===== src/rtl/userio_osd_cmd.sv =====
// OSD command decoder fed by the OSD SPI slave byte stream.
// Drives character-buffer writes, OSD control registers and the status byte.
module userio_osd_cmd #(
    parameter logic [3:0] ID         = 4'hA,
    parameter int         LINES_LOG2 = 3
) (
    input  logic                  clk,
    input  logic                  reset,
    input  logic                  clk7_en,
    input  logic                  vld,
    input  logic                  rx,
    input  logic                  cmd,
    input  logic [7:0]            data,
    output logic [7:0]            spi_in,
    output logic                  wr,
    output logic [LINES_LOG2+7:0] wr_addr,
    output logic [7:0]            wr_data,
    output logic                  osd_enable,
    output logic                  key_disable,
    output logic [3:0]            highlight,
    output logic [15:0]           cfg
);

    localparam int AW = LINES_LOG2 + 8;

    typedef enum logic [2:0] {
        S_IDLE,
        S_WRLINE,
        S_CFG_LO,
        S_CFG_HI,
        S_IGNORE
    } state_e;

    state_e state_q, state_d;

    logic [LINES_LOG2-1:0] line_q, line_d;
    logic [7:0]            col_q, col_d;
    logic                  wr_q, wr_d;
    logic [AW-1:0]         addr_q, addr_d;
    logic [7:0]            wdata_q, wdata_d;
    logic                  osd_q, osd_d;
    logic                  kd_q, kd_d;
    logic [3:0]            hl_q, hl_d;
    logic [15:0]           cfg_q, cfg_d;

    logic cmd_acc;
    logic data_acc;
    logic dec_line;
    logic dec_ctl;
    logic dec_hl;
    logic dec_cfg;

    assign cmd_acc  = clk7_en & rx & cmd;
    assign data_acc = clk7_en & rx & ~cmd;

    assign dec_line = (data[7:3] == 5'b00100);
    assign dec_ctl  = (data[7:2] == 6'b010000);
    assign dec_hl   = (data[7:4] == 4'b0101);
    assign dec_cfg  = (data == 8'h10);

    always_ff @(posedge clk or posedge reset) begin
        if (reset) begin
            state_q <= S_IDLE;
        end else begin
            state_q <= state_d;
        end
    end

    // A command byte always wins, even when vld drops on the same edge.
    always_comb begin
        state_d = state_q;
        if (clk7_en) begin
            if (cmd_acc) begin
                unique case (1'b1)
                    dec_line: state_d = S_WRLINE;
                    dec_cfg:  state_d = S_CFG_LO;
                    default:  state_d = S_IGNORE;
                endcase
            end else begin
                if (data_acc) begin
                    unique case (state_q)
                        S_CFG_LO: state_d = S_CFG_HI;
                        S_CFG_HI: state_d = S_IGNORE;
                        default:  state_d = state_q;
                    endcase
                end
                if (!vld) begin
                    state_d = S_IDLE;
                end
            end
        end
    end

    always_comb begin
        line_d  = line_q;
        col_d   = col_q;
        wr_d    = wr_q;
        addr_d  = addr_q;
        wdata_d = wdata_q;
        osd_d   = osd_q;
        kd_d    = kd_q;
        hl_d    = hl_q;
        cfg_d   = cfg_q;
        if (clk7_en) begin
            wr_d = 1'b0;
            if (cmd_acc) begin
                unique case (1'b1)
                    dec_line: begin
                        line_d = LINES_LOG2'(data[2:0]);
                        col_d  = 8'd0;
                    end
                    dec_ctl: begin
                        osd_d = data[0];
                        kd_d  = data[1];
                    end
                    dec_hl:  hl_d = data[3:0];
                    default: ;
                endcase
            end else begin
                if (data_acc) begin
                    unique case (state_q)
                        S_WRLINE: begin
                            wr_d    = 1'b1;
                            addr_d  = {line_q, col_q};
                            wdata_d = data;
                            // Column wraps within the line.
                            col_d   = col_q + 8'd1;
                        end
                        S_CFG_LO: cfg_d[7:0]  = data;
                        S_CFG_HI: cfg_d[15:8] = data;
                        default:  ;
                    endcase
                end
                if (!vld) begin
                    col_d = 8'd0;
                end
            end
        end
    end

    always_ff @(posedge clk or posedge reset) begin
        if (reset) begin
            line_q  <= '0;
            col_q   <= 8'd0;
            wr_q    <= 1'b0;
            addr_q  <= '0;
            wdata_q <= 8'd0;
            osd_q   <= 1'b0;
            kd_q    <= 1'b0;
            hl_q    <= 4'd0;
            cfg_q   <= 16'd0;
        end else begin
            line_q  <= line_d;
            col_q   <= col_d;
            wr_q    <= wr_d;
            addr_q  <= addr_d;
            wdata_q <= wdata_d;
            osd_q   <= osd_d;
            kd_q    <= kd_d;
            hl_q    <= hl_d;
            cfg_q   <= cfg_d;
        end
    end

    assign spi_in      = {ID, 1'b0, osd_q, kd_q, hl_q[3]};
    assign wr          = wr_q;
    assign wr_addr     = addr_q;
    assign wr_data     = wdata_q;
    assign osd_enable  = osd_q;
    assign key_disable = kd_q;
    assign highlight   = hl_q;
    assign cfg         = cfg_q;

endmodule


===== config.mk =====
export PLATFORM = sky130hd
export DESIGN_NAME = userio_osd_cmd
export DESIGN_NICKNAME = d
export VERILOG_FILES = /design/src/rtl/userio_osd_cmd.sv
export SDC_FILE = /design/constraint.sdc
export NUM_CORES = 1
export LEC_CHECK = 0
export CORE_AREA = 3 3 119 75
export CTS_CLUSTER_DIAMETER = 50
export DETAILED_ROUTE_END_ITERATION = 10
export DIE_AREA = 0 0 122 78
export SYNTH_ARGS = -nofsm -noshare
export SYNTH_HDL_FRONTEND = slang
export SYNTH_SLANG_ARGS = --single-unit

===== constraint.sdc =====
create_clock -name clk -period 1.9 [get_ports clk]
set_input_delay 0.19 -clock clk [delete_from_list [all_inputs] [get_ports clk]]
set_output_delay 0.19 -clock clk [all_outputs]
set_load 0.01 [all_outputs]

==> impl_results.rst, run 1 <==
.. list-table::
   :header-rows: 1

   * - Metric
     - Value
   * - Run status
     - finished clean
   * - Sequential area share after synthesis
     - 55.3%
   * - Final-report hold violation count
     - 0
   * - Detailed-placement wirelength estimate
     - between 4000 and 5000 um
   * - Ratio of cells with drive above 1 in the final layout
     - a little under a third
   * - Path type of the worst min-delay path
     - input pin to asynchronous set/reset pin
   * - Effective utilization at floorplan
     - approximately 32%
   * - Final layout net count
     - 278
   * - Number of detailed-route iterations in the first pass
     - 4
   * - Worst-case setup margin in the final layout
     - approximately 0.16 ns
   * - Multi-input logic area
     - just over 1000 um2
   * - Synthesis Warnings
     - 0
   * - Largest stage delay on the critical path
     - roughly 0.44 ns
   * - Max-slew violation total from the final report
     - 0
   * - VDD IR max
     - about 0.00041 V
   * - Core area
     - around 7900 um2
   * - Type of element capturing the critical path
     - flip-flop
   * - Cells resized by post-CTS repair
     - 0
   * - Detailed-route via count
     - 1,719
   * - Vias in the first global route
     - around 1,800
   * - Number of fillers in the final layout
     - between 700 and 800
   * - RSZ-0062 raised after global routing
     - no
   * - Post-Syn Area per Cell
     - 13.3 um2
   * - DRC Markers
     - 0
   * - CP bufs+invs
     - 0
   * - Final design utilization
     - approximately 44%
   * - Kind of launch point of the worst setup path
     - flip-flop
   * - Number of violations reported at the end of detailed-routing iteration 0
     - 84
   * - Met3 usage
     - ~3.6%
   * - Max Freq
     - 574 MHz
   * - Antenna-violating nets left
     - 0
   * - Die height
     - slightly below 80 um
   * - Combined global-route utilization of all metal layers
     - 13.0%
   * - Post-Syn Area
     - 2530 um2
   * - Post-CTS Hold Buffers
     - 0
   * - Worst-skew pair later-pin latency
     - roughly 0.29 ns
   * - GR met1 Demand/Resource
     - 19.7%
   * - Class of the most critical setup path
     - flip-flop to flip-flop
   * - Average via count per standard cell
     - ~4.6
   * - Number of instances in the synthesized netlist
     - approximately 190
   * - Wire per inst
     - roughly 15 um
   * - Count of inserted antenna diode cells
     - 0
   * - I/O pin cnt
     - 64
   * - Number of setup buffers added after CTS
     - 0
   * - Number of endpoints failing setup at the final stage
     - 0
   * - Site Rows
     - 25
   * - Sequential cell area
     - roughly 1400 um2
   * - Area growth, synth to finish
     - 37.6%
   * - Area of placed instances
     - 3320 um2
   * - Global-route wire length before repair
     - approximately 10000 um
   * - Cell breakdown of the critical path
     - and2b_1, o21ai_0, a21boi_0, mux2_2
   * - Crit path arrival time
     - between 1.5 and 2 ns
   * - Met2 Use GR
     - a little under a fifth
   * - Number of antenna violations at the first check in global routing
     - 0
   * - Total clock buffers created by CTS
     - 5
   * - CP Data Required Time
     - approximately 2.1 ns
   * - Count of port buffers added during placement
     - a little under 60
   * - Crit Path Max Fanout
     - 4
   * - Post-layout minimum cycle time
     - roughly 1.7 ns
   * - Setup TNS
     - 0 ns
   * - Die area
     - around 9500 um2
   * - Worst slack at placement
     - -0.143 ns
   * - Source of the critical timing path
     - state_q[2]
   * - Register-to-Register Setup Slack
     - 0.16 ns
   * - Share of the clock period used by the worst path
     - ~92%
   * - Remaining global-route overflow
     - 0
   * - Post-synthesis register bit count
     - between 50 and 60
   * - Power per Cell Area
     - 1140 nW/um2
   * - Number of distinct library cells after synthesis
     - 39
   * - Worst Skew
     - around 0.007 ns
   * - Cell type of the slowest stage on the worst timing path
     - a21boi_0
   * - Leakage power summed over all cells
     - roughly 1.5 nW
   * - H-tree Lvls
     - 2
   * - Maximum Capacitance Violations
     - 0
   * - Clk sinks
     - between 50 and 60
   * - Clk pin slew, worst setup/hold paths
     - 0.07 ns
   * - Design area
     - approximately 3500 um2
   * - Last weighted congestion value of the routability-driven placer
     - 0.745
   * - Max clock buf depth
     - 2
   * - Clock tree from TritonCTS
     - built
   * - Busiest layer in global routing
     - met1
   * - Root buffer selected by CTS
     - clkbuf_16
   * - Maximum number of pins on one net before global-route repair
     - 57
   * - Worst hold slack after final layout
     - 0.258 ns
   * - Slew margin rel.
     - 65.9%
   * - Startpoint of the lowest-slack register-to-register path
     - state_q[2]
   * - Width of the die
     - around 120 um
   * - Wirelength, routed
     - between 5000 and 6000 um
   * - Worst path top cell family by delay
     - compound AO/OA/AOI/OAI gates
   * - Worst Max-Slew Pin Slew
     - about 0.51 ns
-- where the power goes --
part           total (W)  internal (W)  switching, W
Clock           0.000947      0.000501      0.000445
Combinational    0.00133      0.000862      0.000466
Sequential       0.00171       0.00151      0.000200
Total            0.00399       0.00288       0.00111
-- stage by stage --
| stage | cells | power [W] |
|---|---|---|
| floorplan | 194 | 0.00230 |
| global placement | 364 | 0.00305 |
| detailed placement | 364 | 0.00308 |
| CTS | 372 | 0.00404 |
| global route | 372 | 0.00423 |
| finish | 372 | 0.00399 |
-- routing by layer --
metal | vias up | share of wire (%)
met3 | 0 | 5.3
met2 | 47 | 43
met5 | - | 0
li1 | 823 | -
met4 | 0 | 0
met1 | 849 | 52
-- synth_stat cells, drive strengths merged --
cell type | n | area share [%]
nand2 | 8 | 1.3
dfrtp | 56 | 55
o31ai | 3 | 0.89
o311ai | 1 | 1.0
nand4 | 4 | 0.99
nor2 | 4 | 0.59
and4 | 1 | 0.35
nor4 | 1 | 0.49
mux2 | 45 | 21
a21boi | 1 | 0.30
and3b | 1 | 0.35
o21ai | 13 | 2.6
o41ai | 1 | 0.35
nand2b | 2 | 0.49
o22ai | 2 | 0.49
and2 | 2 | 0.49
buf | 13 | 4.0
a21bo | 1 | 0.40
nor3 | 5 | 0.99
a211oi | 2 | 0.59
a21oi | 1 | 0.35
and3 | 3 | 0.94
conb | 2 | 0.30
a32o | 1 | 0.40
a211o | 1 | 0.35
ha | 1 | 0.49
a21o | 1 | 0.30
or3 | 2 | 0.49
nand3b | 1 | 0.44
nand3 | 4 | 0.79
inv | 5 | 0.74
and2b | 1 | 0.30
nor3b | 1 | 0.74
or2 | 1 | 0.25
-- sequential cells by signal, summed over array words and instances (netlist names) --
register / flops
wr: 1
wr_addr: 11
wr_data: 8
col_q: 8
key_disable: 1
highlight: 4
state_q: 3
line_q: 3
cfg: 16
osd_enable: 1
-- worst register-to-register path: cells and delay by family, from the launching register on --
kind               cells  cell delay, ns
and+or+nand+nor        1            0.28
muxes                  1            0.39
DFF                    1            0.43
AOI/OAI and AO/OA      2            0.54
-- path summary, 6_finish.rpt --
path                              end  cells after the start
hold / removal             wr_addr[4]                      3
max in group asynchronous  state_q[0]                      3
hold reg to reg            wr_addr[7]                      2
setup reg to reg           state_q[0]                      4
setup / recovery           state_q[0]                      4
min in group clk           wr_addr[7]                      2
-- cells in the final DEF (no fill, tap or decap), types with 2 or more instances in the layout --
master	netlist	layout
nand4_1	4	4
nor3_1	5	5
or3_1	2	2
nand2b_1	2	2
nand2_1	7	7
buf_12	0	3
mux2_4	8	8
clkdlybuf4s50_1	0	58
and3_1	2	2
buf_4	9	14
a211oi_1	2	2
nor2_1	4	4
inv_1	5	4
conb_1	2	5
dfrtp_1	56	56
o21ai_0	13	13
nand3_1	4	4
o31ai_1	3	3
mux2_2	37	37
o22ai_1	2	2
clkbuf_16	0	5
and2_1	2	2
-- layout make-up --
type                            count  area share [%]
Inverter                            5           0.539
Clock buffer                        5            3.59
Timing Repair Buffer               75            21.4
Clock inverter                      3           0.790
Sequential cell                    56            40.2
Multi-Input combinational cell    120            29.6
Tap cell                          108            3.88
-- cells by family (layout without fill, tap and decap cells) --
| group | Yosys count | count (layout) | synth area share [%] |
|---|---|---|---|
| multiplexers | 45 | 45 | 21.2 |
| adder cells (fa/ha/maj) | 1 | 1 | 0.494 |
| flip-flops | 56 | 56 | 55.3 |
| AND/OR/NAND/NOR | 41 | 41 | 9.98 |
| other | 2 | 5 | 0.297 |
| buffers and inverters | 18 | 88 | 4.69 |
| AO/OA/AOI/OAI | 28 | 28 | 8.00 |
(Power assumes the default switching activity.)
==> inputs of run 2 (changes only) <==
--- a/config.mk
+++ b/config.mk
@@ -5,10 +5,11 @@
 export SDC_FILE = /design/constraint.sdc
 export NUM_CORES = 1
 export LEC_CHECK = 0
-export CORE_AREA = 3 3 119 75
+export CAP_MARGIN = 20
+export CORE_AREA = 2 2 118 74
 export CTS_CLUSTER_DIAMETER = 50
 export DETAILED_ROUTE_END_ITERATION = 10
-export DIE_AREA = 0 0 122 78
+export DIE_AREA = 0 0 120 76
 export SYNTH_ARGS = -nofsm -noshare
 export SYNTH_HDL_FRONTEND = slang
 export SYNTH_SLANG_ARGS = --single-unit
==> run 2 against run 1 <==
Effect of this change: cell count rose by 1.6%; worst setup slack better by 0.036 ns; clock power increased by 26%; critical endpoint is now line_q[2]; highest routed layer is now met4.
==> impl_results.rst, run 2 (same netlist as run 1, synthesis figures left out) <==
.. list-table::
   :header-rows: 1

   * - Metric
     - Value
   * - Run status
     - finished clean
   * - Type of element capturing the critical path
     - flip-flop
   * - Post-CTS Hold Buffers
     - 0 (unchanged)
   * - VDD IR max
     - 0.000429 V (+3.6%)
   * - Worst-skew pair later-pin latency
     - 0.29 ns (about the same)
   * - Max Freq
     - 586 MHz (+2.1%)
   * - Remaining global-route overflow
     - 0 (unchanged)
   * - Crit Path Max Fanout
     - 3 (-1)
   * - Met3 usage
     - 4.04% (+0.40 points)
   * - Combined global-route utilization of all metal layers
     - 12.8% (-0.22 points)
   * - Core area
     - 8170 um2 (+4.0%)
   * - Wirelength, routed
     - 5430 um (-4.6%)
   * - Source of the critical timing path
     - data[7]
   * - Clock tree from TritonCTS
     - built
   * - Busiest layer in global routing
     - met1
   * - Die height
     - 76 um (-2.6%)
   * - Most common cell after layout, fill and taps aside
     - clkdlybuf4s50_1
   * - Vias in the first global route
     - 1,766 (-3.8%)
   * - Share of the clock period used by the worst path
     - 89.8% (-1.9 points)
   * - Antenna-violating nets left
     - 0 (unchanged)
   * - Max clock buf depth
     - 2 (unchanged)
   * - I/O pin cnt
     - 64 (unchanged)
   * - Class of the most critical setup path
     - input pin to flip-flop
   * - Clk sinks
     - 56 (unchanged)
   * - Number of antenna violations at the first check in global routing
     - 0 (unchanged)
   * - Register-to-Register Setup Slack
     - 0.34 ns (+0.18 ns)
   * - Maximum number of pins on one net before global-route repair
     - 57 (unchanged)
   * - Crit path arrival time
     - 1.89 ns (-0.03 ns)
   * - Root buffer selected by CTS
     - clkbuf_16
   * - Met2 Use GR
     - 17.9% (-0.66 points)
   * - Maximum Capacitance Violations
     - 0 (unchanged)
   * - Width of the die
     - 120 um (-1.6%)
   * - Post-layout minimum cycle time
     - 1.71 ns (-0.0360 ns)
   * - H-tree Lvls
     - 2 (unchanged)
   * - Cells resized by post-CTS repair
     - 0 (unchanged)
   * - Leading cell types in the layout, fill and taps excluded
     - 58 x clkdlybuf4s50_1, 56 x dfrtp_1, 37 x mux2_2, 17 x buf_4, 13 x o21ai_0
   * - Kind of launch point of the worst setup path
     - input pin
   * - Global-route wire length before repair
     - 9270 um (-5.0%)
   * - Reg2Reg Depth
     - 5 (+1)
   * - Path type of the worst min-delay path
     - input pin to asynchronous set/reset pin
   * - Final layout net count
     - 280 (+0.72%)
   * - DRC Markers
     - 0 (unchanged)
   * - Wire per inst
     - 14.4 um (-6.2%)
   * - Largest register FFs
     - 16 (unchanged)
   * - Total clock buffers created by CTS
     - 5 (unchanged)
   * - Last weighted congestion value of the routability-driven placer
     - 0.767 (+2.9%)
   * - Effective utilization at floorplan
     - 31.0% (-1.2 points)
   * - Number of setup buffers added after CTS
     - 0 (unchanged)
   * - Leakage power summed over all cells
     - 1.56 nW (+1.6%)
   * - GR met1 Demand/Resource
     - 19.3% (-0.40 points)
   * - Number of violations reported at the end of detailed-routing iteration 0
     - 55 (-35%)
   * - Startpoint of the lowest-slack register-to-register path
     - state_q[2]
   * - Final design utilization
     - 43.2% (-1.2 points)
   * - Endpoint of the worst-slack reg-to-reg timing path
     - state_q[0]
   * - Die area
     - 9120 um2 (-4.2%)
   * - Count of inserted antenna diode cells
     - 0 (unchanged)
   * - Final-report hold violation count
     - 0 (unchanged)
   * - Count of port buffers added during placement
     - 58 (unchanged)
   * - Number of detailed-route iterations in the first pass
     - 4 (unchanged)
   * - Max-slew violation total from the final report
     - 0 (unchanged)
   * - Power per Cell Area
     - 1200 nW/um2 (+4.5%)
   * - Average via count per standard cell
     - 4.55 (-1.5%)
   * - Worst hold slack after final layout
     - 0.258 ns (-0.000406 ns)
   * - Site Rows
     - 26 (+4.0%)
   * - CP Data Required Time
     - 2.08 ns (about the same)
   * - Setup TNS
     - 0 ns (unchanged)
   * - Worst setup path end
     - line_q[2]
   * - Number of endpoints failing setup at the final stage
     - 0 (unchanged)
   * - Worst Skew
     - 0.0105 ns (+0.00343 ns)
   * - Ratio of cells with drive above 1 in the final layout
     - 30.5% (+0.15 points)
   * - Detailed-placement wirelength estimate
     - 3960 um (-7.3%)
   * - Clk pin slew, worst setup/hold paths
     - 0.08 ns (about the same)
   * - RSZ-0062 raised after global routing
     - no
   * - Detailed-route via count
     - 1,720 (+0.058%)
   * - Area growth, synth to finish
     - 39.2%
==> run 2: cell types whose count changed in the layout (fill, tap and decap cells not counted) <==
cell	before	now
clkinvlp_4	1	0
inv_8	1	0
inv_6	0	1
bufinv_16	0	2
clkinv_4	1	0
o41ai_2	1	0
buf_4	14	17
o41ai_1	0	1
buf_12	3	2
==> run 2: area by class of cell <==
type                    instances  area (um2)
repair buffers                 77         748
inverters                       5        18.8
well taps                     112         140
clock inverters                 3        68.8
fillers                       769        4640
multi-input cells             120        1020
flip-flops and latches         56        1400
clock buffers                   5         125
==> run 2: metal layers <==
metal,vias up,part of all wire (%)
met5,-,0
met4,0,0.35
met3,2,5.3
met2,37,43
met1,845,52
li1,836,-
==> run 2: worst min-delay path by stage <==
stage,startpoint,to,slack (ns),cells after the start
floorplan,clk7_en,wr,0.29,1
global placement,wr_addr[7],wr_addr[7],0.47,2
CTS,reset,wr_addr[9],0.28,3
global route,reset,wr_addr[0],0.31,3
finish,reset,wr_addr[1],0.26,3
detailed placement,wr_addr[7],wr_addr[7],0.48,2
==> run 2: where the power goes <==
group / switching, W / leakage (nW) / internal (W) / total [W]
combinational: 0.000458 / 0.734 / 0.000861 / 0.00132
clock: 0.000426 / 0.0944 / 0.000760 / 0.00119
sequential: 0.000196 / 0.733 / 0.00151 / 0.00171
==> run 2: through the flow <==
| stage | std cells | worst slack [ns] | total power (W) | cell area [um2] |
|---|---|---|---|---|
| after floorplan | 194 | 0.339 | 0.00230 | 2540 |
| after global placement | 370 | -0.0246 | 0.00305 | 3330 |
| after detailed placement | 370 | -0.119 | 0.00307 | 3330 |
| after CTS | 378 | 0.158 | 0.00426 | 3530 |
| after global routing | 378 | 0.0558 | 0.00444 | 3530 |
| final | 378 | 0.193 | 0.00422 | 3530 |
==> run 2: worst max-delay path, stage by stage <==
cell	delay, ns
clkdlybuf4s50_1	0.46
nor4_2	0.44
nand2_1	0.16
nor2_1	0.28
mux2_2	0.37
